## config.mk

```make
export PLATFORM = sky130hd
export DESIGN_NAME = serial_subtractor
export DESIGN_NICKNAME = d
export VERILOG_FILES = /design/src/rtl/serial_subtractor_pkg.sv /design/src/rtl/serial_subtractor_fs1bit.sv /design/src/rtl/serial_subtractor.sv
export SDC_FILE = /design/constraint.sdc
export NUM_CORES = 1
export LEC_CHECK = 0
export CAP_MARGIN = 10
export CORE_UTILIZATION = 39
export CTS_CLUSTER_DIAMETER = 50
export CTS_CLUSTER_SIZE = 40
export DETAILED_ROUTE_END_ITERATION = 12
export PLACE_DENSITY = 0.64
export SYNTH_ARGS = -nofsm -noshare
export SYNTH_HDL_FRONTEND = slang
export SYNTH_SLANG_ARGS = --single-unit
```

## constraint.sdc

```tcl
create_clock -name clk -period 2.8 [get_ports clk]
set_input_delay 0.84 -clock clk [delete_from_list [all_inputs] [get_ports clk]]
set_output_delay 0.84 -clock clk [all_outputs]
set_load 0.02 [all_outputs]
```

## src/rtl/serial_subtractor_pkg.sv

```systemverilog
// Shared definitions for the bit-serial subtractor: FSM state encoding.
package serial_subtractor_pkg;

  localparam int unsigned STATE_W = 2;

  typedef enum logic [STATE_W-1:0] {
    IDLE  = 2'd0,
    SHIFT = 2'd1,
    DONE  = 2'd2
  } state_t;

endpackage

```

## src/rtl/serial_subtractor_fs1bit.sv

```systemverilog
// Combinational 1-bit full subtractor: d = a - b - br_in, with borrow out.
module fs1bit (
  input  logic a,
  input  logic b,
  input  logic br_in,
  output logic d,
  output logic br_out
);

  always_comb begin
    d      = a ^ b ^ br_in;
    br_out = (~a & b) | (~(a ^ b) & br_in);
  end

endmodule

```

## src/rtl/serial_subtractor.sv

```systemverilog
// Bit-serial a - b, LSB first, one bit per clock behind a start/done handshake.
module serial_subtractor
  import serial_subtractor_pkg::*;
#(
  parameter int unsigned WIDTH = 8
) (
  input  logic             clk,
  input  logic             rst,
  input  logic             start,
  input  logic [WIDTH-1:0] a,
  input  logic [WIDTH-1:0] b,
  output logic             busy,
  output logic             done,
  output logic [WIDTH-1:0] diff,
  output logic             bout,
  output logic             ovf
);

  localparam int unsigned CNT_W = (WIDTH > 1) ? $clog2(WIDTH) : 1;
  localparam logic [CNT_W-1:0] LAST = CNT_W'(WIDTH - 1);

  state_t           state;
  logic [CNT_W-1:0] cnt;
  logic [WIDTH-1:0] areg;
  logic [WIDTH-1:0] breg;
  logic             br;
  logic             amsb;
  logic             bmsb;
  logic             d;
  logic             br_n;

  fs1bit u_fs (
    .a      (areg[0]),
    .b      (breg[0]),
    .br_in  (br),
    .d      (d),
    .br_out (br_n)
  );

  always_ff @(posedge clk or posedge rst) begin
    if (rst) begin
      state <= IDLE;
      cnt   <= '0;
      areg  <= '0;
      breg  <= '0;
      br    <= 1'b0;
      amsb  <= 1'b0;
      bmsb  <= 1'b0;
      busy  <= 1'b0;
      done  <= 1'b0;
      diff  <= '0;
      bout  <= 1'b0;
      ovf   <= 1'b0;
    end else begin
      case (state)
        IDLE, DONE: begin
          done <= 1'b0;
          if (start) begin
            areg  <= a;
            breg  <= b;
            amsb  <= a[WIDTH-1];
            bmsb  <= b[WIDTH-1];
            br    <= 1'b0;
            cnt   <= '0;
            diff  <= '0;
            bout  <= 1'b0;
            ovf   <= 1'b0;
            busy  <= 1'b1;
            state <= SHIFT;
          end else begin
            busy  <= 1'b0;
            state <= IDLE;
          end
        end
        SHIFT: begin
          diff <= {d, diff[WIDTH-1:1]};
          areg <= areg >> 1;
          breg <= breg >> 1;
          br   <= br_n;
          // Counter parks at LAST instead of wrapping; it is cleared on the next start.
          if (cnt == LAST) begin
            bout  <= br_n;
            ovf   <= (amsb != bmsb) && (d != amsb);
            busy  <= 1'b0;
            done  <= 1'b1;
            state <= DONE;
          end else begin
            cnt <= cnt + 1'b1;
          end
        end
        default: begin
          busy  <= 1'b0;
          done  <= 1'b0;
          state <= IDLE;
        end
      endcase
    end
  end

endmodule

```

==> results of run 1 <==
[final timing paths]
| kind | slack, ns | endpoint |
|---|---|---|
| worst max-delay path | 0.59 | done |
| worst min-delay path | 0.49 | busy$_DFFE_PP0P_ |
| worst max register to register | 1.22 | cnt[0]$_DFFE_PP0P_ |
| worst min register to register | 0.49 | busy$_DFFE_PP0P_ |
| max in group asynchronous | 1.55 | areg[4]$_DFFE_PP0P_ |
| min in group asynchronous | 0.94 | ovf$_DFFE_PP0P_ |
[cells in the mapped netlist, types with 2 or more instances]
library cell / count
o21ai_0: 3
a21oi_1: 2
o22ai_1: 14
a22o_1: 10
ha_1: 2
nor2_1: 15
buf_4: 3
buf_2: 5
nor3_1: 13
dfrtp_1: 35
inv_1: 4
nand2b_1: 2
nand3_1: 3
nand2_1: 13
[stage by stage]
| step | area (um^2) | instances | hold WS [ns] | setup WS [ns] | total power [mW] |
|---|---|---|---|---|---|
| 4_1_cts | 1889 | 211 | 0.4932 | 0.5800 | 2.277 |
| 5_1_grt | 1889 | 211 | 0.5170 | 0.5421 | 2.441 |
| 2_1_floorplan | 1464 | 133 | 0.4605 | 1.184 | 1.577 |
| 6_report | 1889 | 211 | 0.4921 | 0.5923 | 2.253 |
| 3_3_place_gp | 1789 | 203 | 0.4658 | 0.5341 | 1.825 |
| 3_5_place_dp | 1789 | 203 | 0.4775 | 0.4758 | 1.870 |
[cell usage in the layout (no fill, tap or decap), types with 4 or more instances in the layout]
cell type / instances
o22ai_1: 14
dfrtp_1: 35
clkbuf_8: 7
nor3_1: 13
inv_1: 4
nor2_1: 15
a22o_1: 10
nand2_1: 13
clkdlybuf4s50_1: 30
[logic make-up after synthesis]
logic type / synth area share
compound gates: 0.1427
fa+ha+maj: 0.03077
buf+inv: 0.04273
flops: 0.5983
mux: 0.007692
simple gates: 0.1778
[power by group through the flow]
stage / sequential [mW] / combinational [mW] / clock (mW)
CTS: 0.902 / 0.964 / 0.412
global placement: 0.893 / 0.931 / 0
detailed placement: 0.909 / 0.961 / 0
finish: 0.900 / 0.953 / 0.401
floorplan: 0.959 / 0.618 / 0
global route: 0.933 / 1.06 / 0.443
[registers in the layout (all words and copies together), names as in the netlist, 3 cells and up]
register  count
areg          8
diff          8
cnt           3
breg          8
[layout make-up]
| cell class | count | share of cell area |
|---|---|---|
| sequential | 35 | 0.4636 |
| clock buffer | 8 | 0.05298 |
| timing repair buffer | 32 | 0.1669 |
| inverter | 4 | 0.007947 |
| tap | 46 | 0.03046 |
| multi-input combinational | 86 | 0.2781 |
[layer usage]
metal  share of wire  up-vias  GRT usage  wire [um]
met2            0.48       26     0.2863       1441
met1            0.45      546     0.2101       1333
li1                -      536          -          -
met4           0.018        0    0.07670         53
met3           0.050        7    0.07609        149
met5               0        -          0          0
==> reports/metrics.json, run 1 <==
{
  "die_boundary_height_um": 63.27,
  "cell_count_after_synthesis": 133,
  "switching_power_mw": 0.8400,
  "cts_tree": "yes",
  "worst-slew-pin-transition_ns": 0.7998,
  "critical_path.slowest_cell": "clkdlybuf4s50_1",
  "layout_worst_path_cycle_share": 0.7885,
  "filler_cell_count": 332,
  "io_pins": 31,
  "clkLatencyLatePin_ns": 0.29,
  "worst_ir_drop_vdd_v": 0.0005022,
  "final_max_slew_viols": 0,
  "gp_congestion": 0.6921,
  "wl_um": 2977,
  "cts.htree.levels": 2,
  "first_pass_drt_iterations": 4,
  "vias_per_cell": 5.284,
  "multi_input_comb_area_um2": 525.5,
  "initial_core_utilization": 0.4221,
  "clkPwrFrac": 0.178,
  "reg2reg_from": "cnt[0]$_DFFE_PP0P_",
  "wire_per_inst_um": 14.11,
  "cts_hold_buf": 0,
  "detailedPlacementHpwl_um": 1951,
  "hold-path-cell-count": 2,
  "syn-mean-instance-area_um2": 11.01,
  "tns_ns": 0,
  "critical_path_required_ns": 1.96,
  "post_route_cells_drive_above_1_share": 0.07879,
  "crit_path_max_incr_delay_ns": 0.64,
  "post_cts_buffers": 0,
  "clk_root_buffer_cell": "clkbuf_8",
  "max_slew_margin": 0.4668,
  "synth_warnings": 0,
  "port-buffer-count": 30,
  "power-per-cell-area_mw_per_mm2": 1192,
  "die_area_mm2": 0.004002,
  "crit_path_start_kind": "flip-flop",
  "globalRoute.totalOverflow": 0,
  "power_switching_share": 0.3728,
  "internal-power_mw": 1.413,
  "crit_cells": 1,
  "async_reset_ff_frac": 1.000,
  "drt_drc_violations_left": 0,
  "core_occupancy_in_the_finished_layout": 0.5447,
  "timing.clock.skew_ns": 0.001648,
  "fmax_mhz": 453.0,
  "floorplan.rows": 21,
  "worst_setup_hold_path_clk_slew_ns": 0.07,
  "run_status": "complete, no violations",
  "postSynthNetCount": 155,
  "grt_pass1_wl_um": 5299,
  "netlist_area_mm2": 0.001464,
  "finish.net_count": 186,
  "clock_sink_count": 35,
  "critPathMaxFanout": 5,
  "placeableCoreArea_mm2": 0.003468,
  "arrival_time_at_the_worst_endpoint_ns": 1.37,
  "p_leak_nw": 0.8397,
  "worstRegToRegCells": 5,
  "yosysUniqueCellTypes": 23,
  "ff_latch_area_um2": 875.8,
  "cts.path.max_buffers": 2,
  "critPathCaptureType": "output port",
  "critical_path.cell_chain": "clkdlybuf4s50_1",
  "grt_max_degree": 36,
  "yosys_most_used_dff": "dfrtp_1",
  "final-setup-viol-count": 0,
  "hold_path_startpoint": "busy$_DFFE_PP0P_",
  "synth_area_leaders": "dfrtp_1, a22o_1, o22ai_1",
  "synth_top_area_frac": 0.5983,
  "floorplan.die.width_um": 63.27,
  "diode_insertion_count_for_antenna_repair": 0,
  "synth-seq-area-share": 0.5983,
  "cp_top_family": "buffers and inverters",
  "hold_path_class": "flip-flop to flip-flop",
  "crit_start": "done$_DFFE_PP0P_",
  "grt_pass1_vias": 1143,
  "power.sequential.fraction": 0.399,
  "ys_seq_elements": 35,
  "drt_iter0_markers": 48,
  "crit_buf_inv": 1,
  "drv_cap": 0,
  "grt_antenna_before_repair": 0,
  "pwr-share-comb": 0.423,
  "post_cts_resize_count": 0,
  "synthToLayoutAreaGrowth_pct": 29.06,
  "cts_inserted_buffers": 5,
  "synth_enable_flop_cells": 0,
  "yosysTopAreaCell": "dfrtp_1",
  "groute.usage.overall": 0.1792,
  "min_period_ns": 2.208,
  "critical_path_class": "flip-flop to output port",
  "finalHoldViolations": 0,
  "grt_setup_unrepaired": "no",
  "detailroute.via_count": 1115,
  "drtAntennaViolNets": 0
}
(Power assumes the default switching activity.)
==> run 2, diff against run 1 <==
--- a/config.mk
+++ b/config.mk
@@ -10,7 +10,7 @@
 export CTS_CLUSTER_DIAMETER = 50
 export CTS_CLUSTER_SIZE = 40
 export DETAILED_ROUTE_END_ITERATION = 12
-export PLACE_DENSITY = 0.64
+export PLACE_DENSITY = 0.66
 export SYNTH_ARGS = -nofsm -noshare
 export SYNTH_HDL_FRONTEND = slang
 export SYNTH_SLANG_ARGS = --single-unit
==> constraint.sdc (replaced) <==
create_clock -name clk -period 1.89 [get_ports clk]
set_input_delay 0.567 -clock clk [delete_from_list [all_inputs] [get_ports clk]]
set_output_delay 0.567 -clock clk [all_outputs]
set_load 0.02 [all_outputs]
==> reports/metrics.json, run 2 (synthesized netlist as in run 1, its figures left out) <==
{
  "critPathMaxFanout": {"value": 3, "change": "was 5"},
  "grt_antenna_before_repair": {"value": 0, "change": "unchanged"},
  "drt_iter0_markers": {"value": 62, "change": "was 48"},
  "critical_path_required": {"value": 1.32, "unit": "ns", "change": "was 1.96 ns"},
  "dpl_cell_area": {"value": 0.001824, "unit": "mm^2", "change": "was 0.001789 mm^2"},
  "design_area": {"value": 0.001936, "unit": "mm^2", "change": "was 0.001889 mm^2"},
  "floorplan.rows": {"value": 21, "change": "unchanged"},
  "clkLatencyLatePin": {"value": 0.28, "unit": "ns", "change": "was 0.29 ns"},
  "grt_pass1_vias": {"value": 1156, "change": "was 1143"},
  "io_pins": {"value": 31, "change": "unchanged"},
  "gp_congestion": {"value": 0.7389, "change": "was 0.6921"},
  "critPathCaptureType": {"value": "output port", "change": "unchanged"},
  "reg2reg_slack": {"value": 0.30, "unit": "ns", "change": "was 1.22 ns"},
  "finalPower": {"value": 3.344, "unit": "mW", "change": "was 2.253 mW"},
  "min_period_ns": 1.836,
  "critical_path.slowest_cell": {"value": "clkdlybuf4s50_1", "change": "unchanged"},
  "clk_root_buffer_cell": {"value": "clkbuf_8", "change": "unchanged"},
  "cp_top_family": {"value": "buffers and inverters", "change": "unchanged"},
  "grt_util_met3": {"value": 0.04710, "change": "was 0.07609"},
  "grt_setup_unrepaired": {"value": "no", "change": "unchanged"},
  "filler_cell_count": {"value": 325, "change": "was 332"},
  "drtAntennaViolNets": {"value": 0, "change": "unchanged"},
  "drt_drc_violations_left": {"value": 0, "change": "unchanged"},
  "worst_ir_drop_vdd": {"value": 0.0007284, "unit": "V", "change": "was 0.0005022 V"},
  "cts_hold_buf": {"value": 0, "change": "unchanged"},
  "layout_worst_path_cycle_share": 0.9713,
  "hold_path_class": {"value": "flip-flop to flip-flop", "change": "unchanged"},
  "cts_inserted_buffers": {"value": 5, "change": "unchanged"},
  "grt_max_degree": {"value": 36, "change": "unchanged"},
  "initial_core_utilization": {"value": 0.4221, "change": "unchanged"},
  "critical_path_class": {"value": "flip-flop to output port", "change": "unchanged"},
  "post_route_cells_drive_above_1_share": {"value": 0.09524, "change": "was 0.07879"},
  "run_status": {"value": "complete, no violations", "change": "unchanged"},
  "wl": {"value": 2943, "unit": "um", "change": "was 2977 um"},
  "tns": {"value": 0, "unit": "ns", "change": "unchanged"},
  "critical_path.cell_chain": {"value": "clkdlybuf4s50_1", "change": "unchanged"},
  "largestRegisters": {"value": "areg: 8 flops, breg: 8 flops, diff: 8 flops", "change": "unchanged"},
  "detailroute.via_count": {"value": 1117, "change": "was 1115"},
  "gr-max-usage-layer": {"value": "met2", "change": "unchanged"},
  "max_slew_margin": {"value": 0.5943, "change": "was 0.4668"},
  "pre_cts_ws": {"value": 0.08176, "unit": "ns", "change": "was 0.4758 ns"},
  "groute.usage.overall": {"value": 0.1744, "change": "was 0.1792"},
  "finalHoldViolations": {"value": 0, "change": "unchanged"},
  "crit_path_start_kind": {"value": "flip-flop", "change": "unchanged"},
  "grt_util_met1": {"value": 0.1979, "change": "was 0.2101"},
  "fmax_mhz": 544.8,
  "drv_cap": {"value": 0, "change": "unchanged"},
  "arrival_time_at_the_worst_endpoint": {"value": 1.27, "unit": "ns", "change": "was 1.37 ns"},
  "diode_insertion_count_for_antenna_repair": {"value": 0, "change": "unchanged"},
  "layout.cells.most_common": {"value": "dfrtp_1", "change": "unchanged"},
  "cts.path.max_buffers": {"value": 2, "change": "unchanged"},
  "crit_path_max_incr_delay": {"value": 0.61, "unit": "ns", "change": "was 0.64 ns"},
  "floorplan.die.width": {"value": 63.27, "unit": "um", "change": "unchanged"},
  "die_boundary_height": {"value": 63.27, "unit": "um", "change": "unchanged"},
  "timing.clock.skew": {"value": 0.001894, "unit": "ns", "change": "was 0.001648 ns"},
  "synthToLayoutAreaGrowth": {"value": 32.22, "unit": "%", "change": "was 29.06%"},
  "globalRoute.totalOverflow": {"value": 0, "change": "unchanged"},
  "die_area": {"value": 0.004002, "unit": "mm^2", "change": "unchanged"},
  "first_pass_drt_iterations": {"value": 4, "change": "unchanged"},
  "final_max_slew_viols": {"value": 0, "change": "unchanged"},
  "power-per-cell-area": {"value": 1728, "unit": "mW/mm^2", "change": "was 1192 mW/mm^2"},
  "crit_buf_inv": {"value": 1, "change": "unchanged"},
  "clock_sink_count": {"value": 35, "change": "unchanged"},
  "worst_setup_hold_path_clk_slew": {"value": 0.06, "unit": "ns", "change": "was 0.07 ns"},
  "post_cts_buffers": {"value": 0, "change": "unchanged"},
  "final-setup-viol-count": {"value": 0, "change": "unchanged"},
  "cts.htree.levels": {"value": 2, "change": "unchanged"},
  "detailedPlacementHpwl": {"value": 2032, "unit": "um", "change": "was 1951 um"},
  "met2_track_utilization_from_global_routing": {"value": 0.2997, "change": "was 0.2863"},
  "layout.cells.most_common_list": {"value": "dfrtp_1, clkdlybuf4s50_1, nor2_1, o22ai_1", "change": "unchanged"},
  "vias_per_cell": {"value": 5.220, "change": "was 5.284"},
  "port-buffer-count": {"value": 30, "change": "unchanged"},
  "cts_tree": {"value": "yes", "change": "unchanged"},
  "wire_per_inst": {"value": 13.75, "unit": "um", "change": "was 14.11 um"},
  "worst-slew-pin-transition": {"value": 0.6086, "unit": "ns", "change": "was 0.7998 ns"},
  "finish.net_count": {"value": 189, "change": "was 186"},
  "grt_pass1_wl": {"value": 5237, "unit": "um", "change": "was 5299 um"},
  "p_leak": {"value": 0.9301, "unit": "nW", "change": "was 0.8397 nW"},
  "finalWorstSetupSlack": {"value": 0.05431, "unit": "ns", "change": "was 0.5923 ns"},
  "placeableCoreArea": {"value": 0.003468, "unit": "mm^2", "change": "unchanged"}
}
run 2: cell types whose count changed in the layout (fill, tap and decap cells not counted):
cell	previous run	this run
clkdlybuf4s50_1	30	24
buf_4	2	4
buf_12	0	1
dlymetal6s2s_1	0	5
dlygate4sd2_1	0	1
run 2: cell type report:
class                           count  area [um^2]  area share
Multi-Input combinational cell     86        525.5      0.2715
Clock buffer                        8        100.1     0.05171
Timing Repair Buffer               35        361.6      0.1868
Sequential cell                    35        875.8      0.4525
Tap cell                           46        57.56     0.02973
Inverter                            4        15.01    0.007757
run 2: timing repair:
| action | 4_1_cts | 5_1_grt |
|---|---|---|
| endpoints found under the setup margin | 1 | 5 |
| resized for setup | 1 | 5 |
| endpoints found under the hold margin | 0 | 0 |
run 2: per-stage QoR:
stage / utilization / std cells / hold WS (ns)
after detailed placement: 0.5260 / 206 / 0.4715
after floorplan: - / 133 / 0.4605
after CTS: 0.5545 / 214 / 0.4877
after global routing: 0.5581 / 214 / 0.5286
final: 0.5581 / 214 / 0.4786
after global placement: 0.5260 / 206 / 0.4619
run 2: report_power, final:
part	internal, mW	total, mW	switching [mW]
Clock	0.332	0.578	0.246
Sequential	1.10	1.33	0.225
Combinational	0.678	1.44	0.758
run 2: worst register-to-register path, delay by kind of cell, from the launching register on:
family                   cells  cell delay [ns]
adder cells (fa/ha/maj)      2             0.43
multiplexers                 1             0.26
AND/OR/NAND/NOR              2             0.39
flip-flops                   1             0.39
run 2: worst paths after layout:
path / start / end / cells after the start
max: diff[1]$_DFFE_PP0P_ / diff[1] / 1
min: busy$_DFFE_PP0P_ / busy$_DFFE_PP0P_ / 2
max reg2reg: cnt[0]$_DFFE_PP0P_ / cnt[0]$_DFFE_PP0P_ / 5
min reg2reg: busy$_DFFE_PP0P_ / busy$_DFFE_PP0P_ / 2
max in group asynchronous: rst / bmsb$_DFFE_PP0P_ / 3
min in group asynchronous: rst / diff[6]$_DFFE_PP0P_ / 3
run 2: metal layers:
metal	part of all wire	wire length (um)	up-vias
li1	-	-	538
met1	0.45	1320	545
met2	0.49	1438	27
met3	0.040	119	7
met4	0.022	65	0
met5	0	0	-
